## config.mk

```make
export PLATFORM = sky130hd
export DESIGN_NAME = multi_counter
export DESIGN_NICKNAME = d
export VERILOG_FILES = /design/src/rtl/multi_counter_pkg.sv /design/src/rtl/multi_counter_channel.sv /design/src/rtl/multi_counter.sv
export SDC_FILE = /design/constraint.sdc
export NUM_CORES = 1
export LEC_CHECK = 0
export ABC_AREA = 1
export ABC_CLOCK_PERIOD_IN_PS = 3150
export CELL_PAD_IN_SITES_DETAIL_PLACEMENT = 1
export CELL_PAD_IN_SITES_GLOBAL_PLACEMENT = 2
export CORE_MARGIN = 3
export CORE_UTILIZATION = 32
export DETAILED_ROUTE_END_ITERATION = 10
export PLACE_DENSITY = 0.92
export SLEW_MARGIN = 40
export SYNTH_ARGS = -nofsm -noshare
export SYNTH_HDL_FRONTEND = slang
export SYNTH_SLANG_ARGS = --single-unit
```

## constraint.sdc

```tcl
create_clock -name clk -period 3.15 [get_ports clk]
set_input_delay 0.315 -clock clk [delete_from_list [all_inputs] [get_ports clk]]
set_output_delay 0.315 -clock clk [all_outputs]
set_load 0.02 [all_outputs]
```

## src/rtl/multi_counter_pkg.sv

```systemverilog
// multi_counter_pkg
//   Shared types and defaults for the multi_counter bank.
//   mode_e    : per-channel terminal behaviour (WRAP / SAT)
//   DEFAULT_* : default WIDTH / NUM_CH used by the top level
//   ch_slice  : LSB index of channel `ch` inside a packed NUM_CH*WIDTH bus
package multi_counter_pkg;

    typedef enum logic {
        MODE_WRAP = 1'b0,
        MODE_SAT  = 1'b1
    } mode_e;

    localparam int DEFAULT_WIDTH  = 8;
    localparam int DEFAULT_NUM_CH = 4;

    function automatic int ch_slice(input int ch, input int width);
        return ch * width;
    endfunction

endpackage

```

## src/rtl/multi_counter_channel.sv

```systemverilog
// counter_channel
//   One counter channel: count/limit/mode registers, step logic and the
//   sticky ovf/udf flags. term_evt is the combinational terminal event of
//   the step taken this cycle; the top registers it into tc and, in the
//   cascaded build, chains it into the next channel's step enable.
//   Ports:
//     clk, rst        clock, synchronous active-high reset
//     step_en         count step request (already gated by cascade, if any)
//     up_dn           1 = up, 0 = down
//     load, load_data synchronous load (clamped to the current limit)
//     cfg_wr          write cfg_limit / cfg_mode into this channel
//     ovf_clr         clears both sticky flags (a same-cycle set wins)
//     count, ovf, udf registered state
//     term_evt        combinational terminal event
module counter_channel
    import multi_counter_pkg::*;
#(
    parameter int WIDTH = DEFAULT_WIDTH
) (
    input  logic             clk,
    input  logic             rst,
    input  logic             step_en,
    input  logic             up_dn,
    input  logic             load,
    input  logic [WIDTH-1:0] load_data,
    input  logic             cfg_wr,
    input  logic [WIDTH-1:0] cfg_limit,
    input  logic             cfg_mode,
    input  logic             ovf_clr,
    output logic [WIDTH-1:0] count,
    output logic             ovf,
    output logic             udf,
    output logic             term_evt
);

    logic [WIDTH-1:0] limit;
    mode_e            mode;
    logic [WIDTH-1:0] count_nxt;
    logic             ovf_evt;
    logic             udf_evt;

    always_comb begin
        count_nxt = count;
        ovf_evt   = 1'b0;
        udf_evt   = 1'b0;
        if (load) begin
            count_nxt = (load_data > limit) ? limit : load_data;
        end else if (step_en) begin
            if (up_dn) begin
                if (count < limit) begin
                    count_nxt = count + WIDTH'(1);
                end else begin
                    ovf_evt   = 1'b1;
                    count_nxt = (mode == MODE_SAT) ? limit : '0;
                end
            end else begin
                // Above-limit counts (after a limit was lowered) are only
                // clamped on a down step; that is not a terminal event.
                if (count > limit) begin
                    count_nxt = limit;
                end else if (count == '0) begin
                    udf_evt   = 1'b1;
                    count_nxt = (mode == MODE_SAT) ? '0 : limit;
                end else begin
                    count_nxt = count - WIDTH'(1);
                end
            end
        end
        term_evt = ovf_evt | udf_evt;
    end

    always_ff @(posedge clk) begin
        if (rst) begin
            count <= '0;
            ovf   <= 1'b0;
            udf   <= 1'b0;
            limit <= '1;
            mode  <= MODE_WRAP;
        end else begin
            count <= count_nxt;
            ovf   <= ovf_evt | (ovf & ~ovf_clr);
            udf   <= udf_evt | (udf & ~ovf_clr);
            if (cfg_wr) begin
                limit <= cfg_limit;
                mode  <= mode_e'(cfg_mode);
            end
        end
    end

endmodule

```

## src/rtl/multi_counter.sv

```systemverilog
// multi_counter
//   Bank of NUM_CH independent up/down counters sharing WIDTH, with
//   per-channel modulo limit, WRAP/SAT mode, registered one-cycle tc and
//   sticky ovf/udf flags. Configuration is written one channel at a time.
//   Optional build macro: MULTI_COUNTER_CASCADE_EN -- channel i (i>=1) only
//   steps when en[i] is set and channel i-1 has a terminal event in the
//   same cycle (zero-latency chain). Undefined: channels are independent.
//   Ports:
//     clk, rst                      clock, synchronous active-high reset
//     en, up_dn, load, ovf_clr      per-channel controls (NUM_CH bits)
//     load_data                     channel i at [i*WIDTH +: WIDTH]
//     cfg_we, cfg_ch, cfg_limit,
//     cfg_mode                      configuration write port
//     count                         current counts, same packing as load_data
//     tc, ovf, udf                  per-channel status
module multi_counter
    import multi_counter_pkg::*;
#(
    parameter  int WIDTH  = DEFAULT_WIDTH,
    parameter  int NUM_CH = DEFAULT_NUM_CH,
    localparam int CH_W   = (NUM_CH > 1) ? $clog2(NUM_CH) : 1
) (
    input  logic                    clk,
    input  logic                    rst,
    input  logic [NUM_CH-1:0]       en,
    input  logic [NUM_CH-1:0]       up_dn,
    input  logic [NUM_CH-1:0]       load,
    input  logic [NUM_CH*WIDTH-1:0] load_data,
    input  logic                    cfg_we,
    input  logic [CH_W-1:0]         cfg_ch,
    input  logic [WIDTH-1:0]        cfg_limit,
    input  logic                    cfg_mode,
    input  logic [NUM_CH-1:0]       ovf_clr,
    output logic [NUM_CH*WIDTH-1:0] count,
    output logic [NUM_CH-1:0]       tc,
    output logic [NUM_CH-1:0]       ovf,
    output logic [NUM_CH-1:0]       udf
);

    logic [NUM_CH-1:0] step_en;
    logic [NUM_CH-1:0] term_evt;

    for (genvar i = 0; i < NUM_CH; i++) begin : g_ch
        logic cfg_wr;

        // Exact compare against each channel index: any cfg_ch value that
        // matches no channel simply writes nothing.
        assign cfg_wr = cfg_we && (cfg_ch == CH_W'(i));

`ifdef MULTI_COUNTER_CASCADE_EN
        if (i == 0) begin : g_head
            assign step_en[i] = en[i];
        end else begin : g_link
            assign step_en[i] = en[i] & term_evt[i-1];
        end
`else
        assign step_en[i] = en[i];
`endif

        counter_channel #(
            .WIDTH (WIDTH)
        ) u_channel (
            .clk       (clk),
            .rst       (rst),
            .step_en   (step_en[i]),
            .up_dn     (up_dn[i]),
            .load      (load[i]),
            .load_data (load_data[ch_slice(i, WIDTH) +: WIDTH]),
            .cfg_wr    (cfg_wr),
            .cfg_limit (cfg_limit),
            .cfg_mode  (cfg_mode),
            .ovf_clr   (ovf_clr[i]),
            .count     (count[ch_slice(i, WIDTH) +: WIDTH]),
            .ovf       (ovf[i]),
            .udf       (udf[i]),
            .term_evt  (term_evt[i])
        );
    end

    always_ff @(posedge clk) begin
        if (rst) begin
            tc <= '0;
        end else begin
            tc <= term_evt;
        end
    end

endmodule

```

==> results of run 1 <==
## flip-flops by register name (all words and copies together), names as in the netlist
register / count
g_ch.u_channel.count: 32
g_ch.u_channel.limit: 32
g_ch.u_channel.mode: 4
g_ch.u_channel.ovf: 4
g_ch.u_channel.udf: 4
tc: 4
## power by group
part | internal, mW | switching [mW]
Sequential | 1.08 | 0.127
Combinational | 0.524 | 0.842
Clock | 0.777 | 0.510
Total | 2.38 | 1.48
## worst max-delay path, stage by stage (launching register included)
cell and delay [ps]:
dfxtp_1 420, inv_1 160, ha_1 330, nand2_1 60, nor2_1 160, nand2_1 100
nand2_1 530, inv_1 250, o21ai_0 140, nand2_1 70, nand2_1 60, nand2_1 80
nor2_1 110, nor2_1 40
## logic make-up after synthesis
| kind of cell | count (synthesis) | share of synthesized area |
|---|---|---|
| simple gates | 681 | 0.376 |
| buf+inv | 226 | 0.121 |
| fa+ha+maj | 76 | 0.120 |
| xor+xnor | 26 | 0.0286 |
| flops | 80 | 0.201 |
| compound gates | 217 | 0.153 |
## area by class of cell
type	count	area (um2)	share of cell area
Multi-Input combinational cell	1000	5390	0.563
Sequential cell	80	1600	0.167
Timing Repair Buffer	120	1160	0.121
Inverter	180	678	0.0708
Tap cell	324	405	0.0423
Clock buffer	9	225	0.0235
Clock inverter	7	120	0.0125
## final timing paths
kind	slack [ps]	startpoint	end
min reg2reg	470	g_ch[1].u_channel.udf	g_ch[1].u_channel.udf
max	540	g_ch[3].u_channel.limit[5]	g_ch[3].u_channel.count[6]
max reg2reg	540	g_ch[3].u_channel.limit[5]	g_ch[3].u_channel.count[6]
min	470	g_ch[1].u_channel.udf	g_ch[1].u_channel.udf
## cells in the mapped netlist (all sizes together) (5+ instances only)
library cell	count
a21oi	78
buf	31
clkbuf	15
dfxtp	80
ha	76
inv	179
nand2	369
nand3	172
nand4	17
nor2	113
nor3	10
o211ai	36
o21a	7
o21ai	84
o21bai	5
xnor2	6
xor2	20
## routing by layer
metal	routed length, um	vias up
met5	0	-
met4	569	0
met3	941	39
met2	14100	156
met1	13800	4203
li1	-	4439
## stage by stage
step	setup slack, ps	util	total power, mW	hold WS (ps)	std cells
after floorplan	1250	-	2.10	441	1306
after global placement	602	0.378	2.55	460	1704
after detailed placement	572	0.379	2.59	463	1704
after CTS	546	0.393	3.88	474	1720
after global routing	228	0.393	4.11	505	1720
final	538	0.393	3.86	471	1720
==> flow_summary.toml, run 1 <==
[sta]
slew_headroom = 0.484
tns_ps = 0
slew_viol_final = 0
fmax_mhz = 383
post-route-min-period_ps = 2610
tightestPinTransition_ps = 770
setup_violations = 0
fin_crit_sh = 0.829
rsz0062_at_grt = "no"
fin_skew_ps = 10.5
hold_viol = 0

[logic_synthesis]
synth_cell_types = 36
yosys.area.top_type_share = 0.201
syn_inst = 1306
yosys.area.top_type = "dfxtp_1"
synth_edf_count = 0
yosysWarnings = 0
synth_area_um2 = 7950
ys_ff_latch = 80
async_flop_share = 0
syn_avg_cell_area_um2 = 6.09
seq_area_frac_synth = 0.201
yosys-top-cells-area = "dfxtp_1, nand2_1, ha_1"
synth_top_flop_cell = "dfxtp_1"
synth_fp_nets = 1444

[setup_path]
cp.arrival_ps = 2860
worstPathRequired_ps = 3400
r2r_cells = 13
cp-start-kind = "register"
crit_fanout = 22
endpoint_kind = "register"
crit_type = "register to register"

[die]
start_util = 0.326
core_um2 = 24400
chipHeight_um = 164
die_w_um = 164
num_io_pins = 106
num_rows = 57
die_area_um2 = 26800

[placement]
portBuffers = 105
place_area_um2 = 9240
gp_congestion = 0.882
dp_hpwl_um = 23100

[clock_tree]
cts_tree = "built"
clkSlewWorstSetupHoldPaths_ps = 70
cts_resized = 0
clkSinkCount = 80
cts_buffers = 9
cts_max_level = 3
cts_hold_buf = 0
clk_latency_ps = 360
root_buffer = "clkbuf_16"
postCtsSetupBuffers = 0
clockBufferDepth = 2

[routing]
viasPerCell = 5.14
drt_iter0_drc = 571
drcViolationCount = 0
first_pass_iters = 5
antenna_left = 0
wl_um = 29500
num_vias = 8837
detail_route.wl_per_cell_um = 17.1

[layout]
drive_above_1_share = 0.0509
final_cell_mix = "nand2_1, inv_1, nand3_1"
syn2layout_area_growth_pct = 20.5
fillCellCount = 3300
final_common_cell = "nand2_1"
final_cell_area_um2 = 9580
fin_nets = 1529
insertedDiodeCount = 0

[global_routing]
use_met3 = 0.0236
grt_pass1_vias = 9049
met2_usage = 0.385
busiest_layer = "met2"
track_usage = 0.221
gr-usage-met1 = 0.289
antenna_found_initial = 0
overflow = 0
grt_pass1_wl_um = 47700
grt_max_degree = 35

[min_path]
min_path_type = "register to register"
min_path_cells = 2

[power]
leakagePower_nw = 4.96
p_per_area_nw_per_um2 = 403
vdd_drop_max_v = 0.000293

[outcome]
status = "finished clean"

[flow_run]
maxCapViolCount = 0
No activity file was read; power rests on OpenSTA's default activity.
==> inputs of run 2 (changes only) <==
ABC_CLOCK_PERIOD_IN_PS = 2200   (was 3150)
CORE_UTILIZATION = 27   (was 32)
PLACE_DENSITY = 0.84   (was 0.92)
clock period = 2.2 ns   (was 3.15 ns; I/O delays follow)
==> flow_summary.toml, run 2 (same netlist as run 1, synthesis figures left out) <==
[routing]
drt_iter0_drc = 480
detail_route.wl_per_cell_um = 16.6
first_pass_iters = 4
drcViolationCount = 0
wl_um = 30900
num_vias = 9068
antenna_left = 0
viasPerCell = 4.89

[global_routing]
overflow = 0
grt_pass1_wl_um = 49800
antenna_found_initial = 0
grt_pass1_vias = 9376
track_usage = 0.197
grt_max_degree = 47

[min_path]
whs_endpoint = "g_ch[3].u_channel.ovf"
min_path_cells = 2
min_path_type = "input port to register"
min-delay-start = "rst"

[setup_path]
cp-start-kind = "register"
r2r_slack_ps = 80
crit_fanout = 17
cpMostUsedCell = "nand2_1"
r2r_start = "g_ch[0].u_channel.limit[5]"
endpoint_kind = "register"
cp.arrival_ps = 2380
worstPathCellList = "inv_1 -> ha_1 -> a21oi_1 -> nor2_1 -> nor2_2 -> nand2_2 -> buf_4 -> nand2_1 -> nand2_1 -> a21oi_2 -> nand3_1 -> nand2_1 -> inv_1"
slowest_delay_ps = 410
worstPathRequired_ps = 2460
r2r_cells = 13
timing.rr.end = "g_ch[0].u_channel.count[7]"
crit_type = "register to register"
crit_slowest_cell = "dfxtp_1"

[layout]
fin_nets = 1605
syn2layout_area_growth_pct = 28.9
final_cell_area_um2 = 10200
reg_top3 = "g_ch.u_channel.count: 32 flops, g_ch.u_channel.limit: 32 flops"
drive_above_1_share = 0.113
final_common_cell = "nand2_1"
final_cell_mix = "nand2_1, nand3_1, inv_1"
insertedDiodeCount = 0

[power]
vdd_drop_max_v = 0.000241
p_per_area_nw_per_um2 = 526
leakagePower_nw = 5.31

[sta]
fmax_mhz = 471
holdWs_ps = 136
fin_crit_sh = 0.964
tns_ps = 0
setup_violations = 0
post-route-min-period_ps = 2120
hold_viol = 0
slew_headroom = 0.521
slew_viol_final = 0
fin_skew_ps = 12.8
tightestPinTransition_ps = 716

[clock_tree]
cts_buffers = 9
cts_tree = "built"
clockBufferDepth = 2
root_buffer = "clkbuf_16"
clk_latency_ps = 350
cts_hold_buf = 0
cts_max_level = 3
clkSlewWorstSetupHoldPaths_ps = 70
clkSinkCount = 80

[die]
start_util = 0.275
chipHeight_um = 178
core_um2 = 28900
die_area_um2 = 31500
num_io_pins = 106
die_w_um = 178
num_rows = 62

[outcome]
status = "finished clean"

[placement]
portBuffers = 105
gp_congestion = 0.891
dp_hpwl_um = 24700
place_area_um2 = 9870

[flow_run]
maxCapViolCount = 0
[run 2: changes by cell type in the layout (fill, tap and decap cells not counted), sizes merged]
cell / previous run / this run
inv: 179 / 180
clkbuf: 9 / 11
buf: 16 / 92
bufinv: 3 / 0
[run 2: power breakdown]
group / switching (mW) / internal (mW)
registers: 0.0953 / 1.55
clock network: 0.714 / 0.835
logic: 1.33 / 0.867
[run 2: layout make-up]
cell class / instances / area [um2]
Multi-Input combinational cell: 1000 / 5440
Fill cell: 3805 / 18600
Inverter: 180 / 678
Sequential cell: 80 / 1610
Tap cell: 384 / 480
Timing Repair Buffer: 196 / 1750
Clock buffer: 11 / 253
Clock inverter: 5 / 38.8
[run 2: metrics by stage]
step                      worst slack [ps]  cells  total power [mW]  utilization
after floorplan                        303   1306              3.00            -
after global placement                45.1   1838              3.80        0.342
after detailed placement             -29.5   1838              3.85        0.342
after CTS                             45.4   1854              5.41        0.352
after global routing                 -31.2   1856              5.77        0.355
final                                 78.8   1856              5.39        0.355
[run 2: metal layers]
layer  track usage  wire (um)
met4        0.0416        361
met1         0.255      14300
met3        0.0237        865
met5             0          0
met2         0.350      15300
[run 2: what timing repair did]
action | in CTS | in global routing
buffers inserted | 0 | 2
resized for setup | 0 | 22
endpoints found under the hold margin | 0 | 0
setup endpoints to repair | 0 | 35
[run 2: how the worst max path moves through the flow]
stage | from | to
CTS | g_ch[1].u_channel.limit[1] | g_ch[1].u_channel.count[6]
finish | g_ch[0].u_channel.limit[5] | g_ch[0].u_channel.count[7]
global route | g_ch[0].u_channel.limit[5] | g_ch[0].u_channel.count[7]
detailed placement | load_data[21] | g_ch[2].u_channel.count[7]
floorplan | g_ch[1].u_channel.count[0] | g_ch[1].u_channel.count[6]
global placement | load_data[23] | g_ch[2].u_channel.count[7]
[run 2: critical path: cells and delay by family (launching register included)]
| family | cells | cell delay (ps) |
|---|---|---|
| DFF | 1 | 410 |
| and+or+nand+nor | 7 | 680 |
| adders and majority gates | 1 | 300 |
| AOI/OAI and AO/OA | 2 | 310 |
| buffers and inverters | 3 | 320 |
==> inputs of run 3 (changes only) <==
CORE_UTILIZATION = 28   (was 27)
CTS_BUF_LIST = sky130_fd_sc_hd__clkbuf_4   (was unset)
PLACE_DENSITY = 0.86   (was 0.84)
RECOVER_POWER = 100   (was unset)
==> flow_summary.toml, run 3 (same netlist as run 1, synthesis figures left out) <==
[die]
num_rows = 61
num_io_pins = 106
start_util = 0.285
core_um2 = 27900
chipHeight_um = 175
die_area_um2 = 30500
die_w_um = 175

[power]
swShare = 0.421
seqPwrFrac = 0.337
power_frac_clock = 0.226
leakagePower_nw = 5.29
p_per_area_nw_per_um2 = 489
p_int_mw = 2.83
vdd_drop_max_v = 0.000249
switchingPower_mw = 2.06
pwr-share-comb = 0.437

[layout]
syn2layout_area_growth_pct = 25.7
drive_above_1_share = 0.104
ff_latch_area_um2 = 1610
final_common_cell = "nand2_1"
final_cell_area_um2 = 9990
multi_input_area_um2 = 5410
fillCellCount = 3686
reg_top3 = "g_ch.u_channel.count: 32 flops, g_ch.u_channel.limit: 32 flops"
final_cell_mix = "nand2_1, nand3_1, inv_1"
fin_nets = 1594
stdcell_count = 1840

[setup_path]
crit_slowest_cell = "dlygate4sd3_1"
worstPathRequired_ps = 1980
endpoint_kind = "output port"
path_delay_family = "buffers and inverters"
cp.depth = 2
cp.arrival_ps = 1840
r2r_start = "g_ch[3].u_channel.limit[3]"
slowest_delay_ps = 690
r2r_cells = 15
timing.rr.end = "g_ch[3].u_channel.count[3]"
crit_fanout = 8
endpoint = "count[11]"
cp-start-kind = "register"
r2r_slack_ps = 180
timing.critical_path.from = "g_ch[1].u_channel.count[3]"
crit_type = "register to output port"
worstPathCellList = "buf_4 -> dlygate4sd3_1"
cp.buffers_inverters = 2

[global_routing]
grt_max_degree = 35
track_usage = 0.198
grt_pass1_vias = 9151
overflow = 0
antenna_found_initial = 1
grt_pass1_wl_um = 48900

[placement]
dp_hpwl_um = 24500
dpl_worst_slack_ps = -78.3
gp_congestion = 0.900
dp_cells = 1823
portBuffers = 105
place_area_um2 = 9800

[routing]
drt_iter0_drc = 428
detail_route.wl_per_cell_um = 16.5
antenna_left = 0
num_vias = 9077
wl_um = 30300
drcViolationCount = 0
viasPerCell = 4.93
first_pass_iters = 5

[clock_tree]
root_buffer = "clkbuf_4"
cts_max_level = 3
clk_latency_ps = 490
postCtsSetupBuffers = 0
clockBufferDepth = 2
cts_tree = "built"
cts_buffers = 9
cts_hold_buf = 0
clkSlewWorstSetupHoldPaths_ps = 180
clkSinkCount = 80

[sta]
tightestPinTransition_ps = 733
hold_viol = 0
fin_crit_sh = 0.939
tns_ps = 0
setup_violations = 0
rsz0062_at_grt = "no"
slew_headroom = 0.509
fin_skew_ps = 24.8
slew_viol_final = 0
post-route-min-period_ps = 2060
fin_ws_ps = 135
fmax_mhz = 484

[outcome]
status = "finished clean"

[min_path]
min_path_type = "input port to register"

[flow_run]
maxCapViolCount = 0
-- run 3: cell types whose count changed in the layout (fill, tap and decap cells not counted), sizes merged --
cell / before / now
clkdlybuf4s50: 104 / 57
dlygate4sd3: 0 / 47
buf: 92 / 76
clkbuf: 11 / 14
bufinv: 0 / 2
clkinv: 4 / 3
diode: 0 / 1
inv: 180 / 181
-- run 3: metal layers --
metal	part of all wire	vias to the layer above	track usage
li1	-	4566	-
met1	0.47	4327	0.264
met2	0.49	150	0.346
met3	0.031	34	0.0188
met4	0.016	0	0.0489
met5	0	-	0
-- run 3: tightest hold or removal path, cell delays in order --
cell	delay [ps]
buf_2	100
inv_2	190
o211ai_1	160
-- run 3: area by class of cell --
| class | count | area share |
|---|---|---|
| well taps | 378 | 0.0473 |
| flip-flops and latches | 80 | 0.162 |
| multi-input cells | 1000 | 0.541 |
| clock inverters | 7 | 0.00939 |
| repair buffers | 185 | 0.165 |
| clock buffers | 9 | 0.00676 |
| diodes | 1 | 0.000250 |
| inverters | 180 | 0.0679 |
-- run 3: power groups by stage --
stage          Sequential, mW  Clock (mW)  Combinational (mW)
2_1_floorplan            1.75           0                1.26
3_3_place_gp             1.67           0                2.12
3_5_place_dp             1.68           0                2.16
4_1_cts                  1.64        1.14                2.17
5_1_grt                  1.66        1.18                2.41
6_report                 1.65        1.10                2.14
-- run 3: what timing repair did --
item,4_1_cts,5_1_grt
hold endpoints to repair,0,0
gates resized for setup,0,30
endpoints found under the setup margin,0,37
-- run 3: how the worst min path moves through the flow --
stage / startpoint / endpoint / slack, ps / cells after the start
2_1_floorplan: cfg_limit[0] / g_ch[3].u_channel.limit[0] / 350 / 2
3_3_place_gp: g_ch[3].u_channel.ovf / g_ch[3].u_channel.ovf / 460 / 2
3_5_place_dp: g_ch[3].u_channel.udf / g_ch[3].u_channel.udf / 460 / 2
4_1_cts: rst / tc[1] / 260 / 3
5_1_grt: rst / g_ch[1].u_channel.limit[1] / 230 / 3
6_report: rst / g_ch[1].u_channel.limit[1] / 190 / 3
-- run 3: per-stage QoR --
| step | util | hold WS, ps | total power, mW |
|---|---|---|---|
| detailed placement | 0.352 | 464 | 3.83 |
| floorplan | - | 346 | 3.00 |
| finish | 0.359 | 187 | 4.89 |
| global route | 0.359 | 234 | 5.26 |
| CTS | 0.357 | 264 | 4.95 |
| global placement | 0.352 | 462 | 3.79 |
